==> config.mk <==
export PLATFORM = sky130hd
export DESIGN_NAME = generation_clock_synthesis
export DESIGN_NICKNAME = d
export VERILOG_FILES = /design/src/rtl/generation_clock_synthesis.sv
export SDC_FILE = /design/constraint.sdc
export NUM_CORES = 1
export LEC_CHECK = 0
export ABC_AREA = 0
export BUFFER_PORTS_ARGS = -buffer_cell sky130_fd_sc_hd__buf_2
export CAP_MARGIN = 20
export CORE_UTILIZATION = 54
export DETAILED_ROUTE_END_ITERATION = 12
export GPL_TIMING_DRIVEN = 0
export PLACE_DENSITY = 0.72
export SLEW_MARGIN = 40
export SYNTH_ARGS = -nofsm -noshare
export SYNTH_HDL_FRONTEND = slang
export SYNTH_SLANG_ARGS = --single-unit
export TNS_END_PERCENT = 20
==> constraint.sdc <==
create_clock -name clk_i -period 2.95 [get_ports clk_i]
set_clock_uncertainty 0.1 [all_clocks]
set_input_delay 0.59 -clock clk_i [delete_from_list [all_inputs] [get_ports clk_i]]
set_output_delay 0.59 -clock clk_i [all_outputs]
set_load 0.05 [all_outputs]
==> src/rtl/generation_clock_synthesis.sv <==
// ---------------------------------------------------------------------------
// generation_clock_synthesis
// Synthesizes an outbound clock on clk_i from programmed high/low phase
// lengths (in clk_i cycles) with a selectable idle level. Starts and stops
// only on whole-period boundaries; rate changes take effect at a boundary.
// Emits registered per-edge pulses in the same form the recovery path uses.
//
// Ports:
//   clk_i             system clock
//   sync_rst_i        synchronous active-high reset
//   enable_i          run the generated clock while high
//   idle_polarity_i   idle level of clk_o, sampled in IDLE
//   high_rate_i       high-phase length, sampled with update_rate_i
//   low_rate_i        low-phase length, sampled with update_rate_i
//   update_rate_i     pulse, request load of both rates
//   clk_o             generated clock
//   rising_edge_o     pulse in the cycle clk_o first reads 1
//   falling_edge_o    pulse in the cycle clk_o first reads 0
//   any_valid_edge_o  rising_edge_o | falling_edge_o
//   running_o         high in every state except IDLE
//   rate_update_ack_o pulse in the cycle the new rates become active
//   rate_error_o      pulse one cycle after an update carrying a zero rate
// ---------------------------------------------------------------------------
module generation_clock_synthesis #(
   parameter int unsigned RATE_WIDTH = 8
) (
   input  logic                  clk_i,
   input  logic                  sync_rst_i,
   input  logic                  enable_i,
   input  logic                  idle_polarity_i,
   input  logic [RATE_WIDTH-1:0] high_rate_i,
   input  logic [RATE_WIDTH-1:0] low_rate_i,
   input  logic                  update_rate_i,
   output logic                  clk_o,
   output logic                  rising_edge_o,
   output logic                  falling_edge_o,
   output logic                  any_valid_edge_o,
   output logic                  running_o,
   output logic                  rate_update_ack_o,
   output logic                  rate_error_o
);

   typedef enum logic [1:0] {
      S_IDLE   = 2'd0,
      S_ACTIVE = 2'd1,
      S_RETURN = 2'd2
   } state_t;

   state_t                r_state;
   state_t                w_state_nxt;

   logic [RATE_WIDTH-1:0] r_cnt;
   logic                  r_pol;
   logic [RATE_WIDTH-1:0] r_high;
   logic [RATE_WIDTH-1:0] r_low;
   logic [RATE_WIDTH-1:0] r_pend_high;
   logic [RATE_WIDTH-1:0] r_pend_low;
   logic                  r_pend_valid;
   logic                  r_clk;
   logic                  r_rise;
   logic                  r_fall;
   logic                  r_any;
   logic                  r_running;
   logic                  r_ack;
   logic                  r_err;

   logic                  w_upd_ok;
   logic                  w_upd_bad;
   logic                  w_start;
   logic                  w_cnt_zero;
   logic                  w_pol_now;
   logic [RATE_WIDTH-1:0] w_eff_high;
   logic [RATE_WIDTH-1:0] w_eff_low;
   logic [RATE_WIDTH-1:0] w_act_len;
   logic [RATE_WIDTH-1:0] w_ret_len;

   logic [RATE_WIDTH-1:0] w_cnt_nxt;
   logic                  w_pol_nxt;
   logic [RATE_WIDTH-1:0] w_high_nxt;
   logic [RATE_WIDTH-1:0] w_low_nxt;
   logic [RATE_WIDTH-1:0] w_pend_high_nxt;
   logic [RATE_WIDTH-1:0] w_pend_low_nxt;
   logic                  w_pend_valid_nxt;
   logic                  w_clk_nxt;
   logic                  w_ack_nxt;
   logic                  w_edge;

   // An update with a zero in either field is discarded and flagged.
   assign w_upd_ok   = update_rate_i && (high_rate_i != '0) && (low_rate_i != '0);
   assign w_upd_bad  = update_rate_i && !w_upd_ok;
   assign w_start    = enable_i && (r_high != '0) && (r_low != '0);
   assign w_cnt_zero = (r_cnt == '0);

   // Rates used for a reload: a same-cycle update bypasses the pending slot.
   always_comb begin
      w_eff_high = r_high;
      w_eff_low  = r_low;
      if (w_upd_ok) begin
         w_eff_high = high_rate_i;
         w_eff_low  = low_rate_i;
      end else if (r_pend_valid) begin
         w_eff_high = r_pend_high;
         w_eff_low  = r_pend_low;
      end
   end

   // Polarity is live in IDLE and frozen once a run has started.
   assign w_pol_now = (r_state == S_IDLE) ? idle_polarity_i : r_pol;
   assign w_act_len = w_pol_now ? w_eff_low : w_eff_high;
   assign w_ret_len = r_pol ? r_high : r_low;

   // State register.
   always_ff @(posedge clk_i) begin
      if (sync_rst_i) begin
         r_state <= S_IDLE;
      end else begin
         r_state <= w_state_nxt;
      end
   end

   // Next-state logic.
   always_comb begin
      w_state_nxt = r_state;
      case (r_state)
         S_IDLE:   if (w_start) w_state_nxt = S_ACTIVE;
         S_ACTIVE: if (w_cnt_zero) w_state_nxt = S_RETURN;
         S_RETURN: if (w_cnt_zero) w_state_nxt = enable_i ? S_ACTIVE : S_IDLE;
         default:  w_state_nxt = S_IDLE;
      endcase
   end

   // Output / datapath next values.
   always_comb begin
      w_cnt_nxt        = r_cnt;
      w_pol_nxt        = r_pol;
      w_high_nxt       = r_high;
      w_low_nxt        = r_low;
      w_pend_high_nxt  = r_pend_high;
      w_pend_low_nxt   = r_pend_low;
      w_pend_valid_nxt = r_pend_valid;
      w_clk_nxt        = r_clk;
      w_ack_nxt        = 1'b0;
      case (r_state)
         S_IDLE: begin
            w_clk_nxt = idle_polarity_i;
            w_cnt_nxt = '0;
            // Rates written in IDLE are active next cycle; a start in the
            // same cycle already reloads from them.
            if (w_upd_ok) begin
               w_high_nxt = high_rate_i;
               w_low_nxt  = low_rate_i;
               w_ack_nxt  = 1'b1;
            end
            if (w_start) begin
               w_pol_nxt = idle_polarity_i;
               w_clk_nxt = ~idle_polarity_i;
               w_cnt_nxt = w_act_len - RATE_WIDTH'(1);
            end
         end
         S_ACTIVE: begin
            if (w_cnt_zero) begin
               w_clk_nxt = r_pol;
               w_cnt_nxt = w_ret_len - RATE_WIDTH'(1);
            end else begin
               w_cnt_nxt = r_cnt - RATE_WIDTH'(1);
            end
            if (w_upd_ok) begin
               w_pend_high_nxt  = high_rate_i;
               w_pend_low_nxt   = low_rate_i;
               w_pend_valid_nxt = 1'b1;
            end
         end
         S_RETURN: begin
            if (w_cnt_zero) begin
               // Period boundary: commit any new rates, then restart or park.
               w_high_nxt       = w_eff_high;
               w_low_nxt        = w_eff_low;
               w_ack_nxt        = w_upd_ok || r_pend_valid;
               w_pend_valid_nxt = 1'b0;
               if (enable_i) begin
                  w_clk_nxt = ~r_pol;
                  w_cnt_nxt = w_act_len - RATE_WIDTH'(1);
               end else begin
                  w_cnt_nxt = '0;
               end
            end else begin
               w_cnt_nxt = r_cnt - RATE_WIDTH'(1);
               if (w_upd_ok) begin
                  w_pend_high_nxt  = high_rate_i;
                  w_pend_low_nxt   = low_rate_i;
                  w_pend_valid_nxt = 1'b1;
               end
            end
         end
         default: begin
            w_cnt_nxt = '0;
         end
      endcase
   end

   // Level changes inside IDLE (polarity tracking) never produce pulses.
   assign w_edge = (w_state_nxt != S_IDLE) && (w_clk_nxt != r_clk);

   // Datapath and output registers.
   always_ff @(posedge clk_i) begin
      if (sync_rst_i) begin
         r_cnt        <= '0;
         r_pol        <= 1'b0;
         r_high       <= '0;
         r_low        <= '0;
         r_pend_high  <= '0;
         r_pend_low   <= '0;
         r_pend_valid <= 1'b0;
         r_clk        <= 1'b0;
         r_rise       <= 1'b0;
         r_fall       <= 1'b0;
         r_any        <= 1'b0;
         r_running    <= 1'b0;
         r_ack        <= 1'b0;
         r_err        <= 1'b0;
      end else begin
         r_cnt        <= w_cnt_nxt;
         r_pol        <= w_pol_nxt;
         r_high       <= w_high_nxt;
         r_low        <= w_low_nxt;
         r_pend_high  <= w_pend_high_nxt;
         r_pend_low   <= w_pend_low_nxt;
         r_pend_valid <= w_pend_valid_nxt;
         r_clk        <= w_clk_nxt;
         r_rise       <= w_edge && w_clk_nxt;
         r_fall       <= w_edge && !w_clk_nxt;
         r_any        <= w_edge;
         r_running    <= (w_state_nxt != S_IDLE);
         r_ack        <= w_ack_nxt;
         r_err        <= w_upd_bad;
      end
   end

   assign clk_o             = r_clk;
   assign rising_edge_o     = r_rise;
   assign falling_edge_o    = r_fall;
   assign any_valid_edge_o  = r_any;
   assign running_o         = r_running;
   assign rate_update_ack_o = r_ack;
   assign rate_error_o      = r_err;

endmodule

==> impl_results.md <==
- CP arrival: between 3000 and 4000 ps
- Number of post-CTS setup repair buffers: 0
- Remaining Overflow, GRT: 0
- Top-count cell post-synth: nand2_1
- Total power: ~4.0 mW
- Via count: 3308
- N_diodes: 0
- Fin area: 3780 µm²
- First-pass GRT wire length: 15000 µm
- Post-synth EDFFs: 0
- Clock power frac: between 10% and 20%
- Sink Count: 51
- Dominant cell type by area after synthesis: dfxtp_1
- CP max stage cell: or4_1
- Tcrit/Tclk final: 99.4%
- H-tree depth: 2
- FP Rows: 28
- Detailed-route DRC error count: 0
- Total of max-cap violations: 0
- Clock Path Buffers: 2
- Largest net degree at the start of global routing: 17
- Final wirelength: 9660 µm
- Cell Area, Synth: 3370 µm²
- Starting density of the core: 56.6%
- Final hold slack: 364 ps
- Gate Count Post-Synth: 420
- Final layout net count: between 400 and 500
- Antenna-violating nets left: 0
- RSZ-0062 raised after global routing: yes
- Drt first pass iters: 5
- CP top delay family: simple AND/OR/NAND/NOR gates
- Synth warn: 0
- Initial antenna violation count: 0
- FFs w/ async S/R, synth: 0%
- Drt wl/cell: 18.2 µm
- CTS tree: yes
- Die area: ~6600 µm²
- Fillers: 564
- Max VDD drop: 0.000536 V
- Layout cells sized above 1: 14.1%
- Sw Pwr: 1.96 mW
- Area share of the leading cell type in the synthesized netlist: 30.3%
- Die Span X: 81.0 µm
- Lkg Pwr: about 1.5 nW
- Top cell by count, worst path: nor2_1
- Worst-Margin Slew: 722 ps
- Num CTS Buffers: 5
- Latest clock arrival within the worst-skew pair: 310 ps
- Seq/Total Area, Yosys: 30.3%
- FF/Latch Area: about 1000 µm²
- Final setup viols: 0
- Ranking of synthesized cells by area: dfxtp_1 30%, mux2i_1 10%, nand2_1 6.6%
- Final hold vios: 0
- Critical path required time: approximately 3000 ps
- Gr usage total: roughly 30%
- Pre-CTS WS: -366 ps
- Cell Area, Placed: 3600 µm²
- Vias per cell: about 6.2
- Worst hold path type: reg -> reg
- DP HPWL: 7320 µm
- Crit. End Element: flip-flop
- Slew Limit Fails: 0
- CTS Hold Bufs: 0
- CP bufs+invs: 1
- Die height: roughly 80 µm
- Cells along the critical path: buf_2 -> or4_1 -> o21ai_4 -> a2111oi_1 -> or2_2 -> ha_2 -> o21ai_0 -> a22oi_1 -> a21oi_1 -> nor2_1 -> nor2_1
- Fmax: around 340 MHz
- Slew headroom: 51.9%
- Flops & latches, synth: 51
- Share of power burned in registers: between 20% and 30%
- Multi-input gate area: approximately 2300 µm²
- Slowest Stage Delay on Critical Path: between 600 and 700 ps
- Synth cell count leaders: 59 x nand2_1, 51 x dfxtp_1, 44 x a21oi_1
- Sw Ratio: 48.5%
- Pwr dens: 1070 nW/µm²
- CTS Root Cell: clkbuf_8
- Crit start category: primary input
- Logic pwr share: 62.6%
- Post-synth top flop: dfxtp_1
- Netlist cell types: 58
- IO Count: 28
- Syn_area_per_cell: 8.03 µm²
- Vias in the first global route: 2969
- Clk slew on worst S/H paths: 100 ps
- Final GP Congestion: about 0.93
- 1st-iter DRT viols: about 230
- Outcome: finished clean
- Final Critical Period: between 2000 and 3000 ps
- Final TNS setup: 0 ps
- CP Max Fanout: 6
- Synth-to-layout area growth: 12.0%
- Core Area: 5960 µm²
- Setup ws final: 18.8 ps
- Port bufs: 27
- Pint: 2.08 mW
- Syn_nets: roughly 450
- Crit path kind: in -> reg
[cell type report]
class                   instances  area share (%)
multi-input cells             328            59.8
clock buffers                   6            2.19
repair buffers                 27            3.58
plain buffers                  26            3.01
clock inverters                 2           0.431
inverters                      15            1.49
well taps                      75            2.48
flip-flops and latches         51            27.0
[worst reg2reg max path, stage by stage, from the launching register on]
cell and delay [ps]:
dfxtp_1 410, inv_1 120, ha_4 210, mux2i_4 190
buf_6 170, a2111oi_1 520, or2_4 240, ha_2 290
o21ai_0 180, a22oi_1 120, a21oi_1 140, nor2_1 60
nor2_1 80
[cell families after synthesis]
group / count (synthesis) / share of synthesized area [%]
mux: 43 / 15.4
compound gates: 117 / 22.0
xor+xnor: 14 / 3.64
simple gates: 146 / 21.0
flops: 51 / 30.3
buf+inv: 41 / 4.67
fa+ha+maj: 8 / 2.97
[state kept, by name, summed over array words and instances (netlist names)]
register / cells
any_valid_edge_o: 1
clk_o: 1
falling_edge_o: 1
r_cnt: 8
r_high: 8
r_low: 8
r_pend_high: 8
r_pend_low: 8
r_pend_valid: 1
r_pol: 1
r_state: 2
rate_error_o: 1
rate_update_ack_o: 1
rising_edge_o: 1
running_o: 1
[per-layer routing]
layer / part of all wire (%) / GRT usage [%]
met5: 0 / 0
met3: 6.8 / 5.06
met4: 2.9 / 11.8
met2: 48 / 51.1
met1: 42 / 38.1
[path summary, 6_finish.rpt]
check / startpoint / endpoint / slack (ps) / depth (start not counted)
setup / recovery: low_rate_i[0] / r_cnt[1] / 20 / 11
hold / removal: r_pend_high[6] / r_pend_high[6] / 360 / 2
setup reg to reg: r_state[1] / r_cnt[1] / 60 / 12
hold reg to reg: r_pend_high[6] / r_pend_high[6] / 360 / 2
[cell usage in the layout, fill, tap and decap left out, types with 3 or more instances in the layout]
cell      instances
nand2_1          58
dfxtp_1          51
a21oi_1          44
mux2i_1          33
buf_2            29
nor2_1           27
o21ai_0          20
clkbuf_1         17
inv_1            15
o21a_1           13
nand2b_1         13
xnor2_1          10
nor4_1            7
mux4_2            7
nor3_1            6
ha_1              6
clkbuf_8          6
a31oi_1           5
nor2b_1           4
nand3_1           4
nor3b_1           4
xor2_1            4
a22oi_1           3
buf_1             3
o211ai_1          3
a32oi_1           3
a311oi_1          3
[metrics by stage]
stage          utilization, %  std cells
2_1_floorplan               -        420
3_3_place_gp             60.5        522
3_5_place_dp             60.5        522
4_1_cts                  62.5        530
5_1_grt                  63.4        530
6_report                 63.4        530
[power groups by stage]
stage / clock (mW) / sequential (mW) / combinational [mW]
after detailed placement: 0 / 1.08 / 2.39
after global routing: 0.467 / 1.09 / 2.74
after floorplan: 0 / 1.11 / 1.78
final: 0.441 / 1.07 / 2.53
after CTS: 0.446 / 1.07 / 2.42
after global placement: 0 / 1.07 / 2.35
[what timing repair did]
action                                  in CTS  in global routing
gates resized for setup                      8                 15
pin swaps                                    0                  1
endpoints found under the setup margin       7                 15
Power figures use the tool's default switching activity.
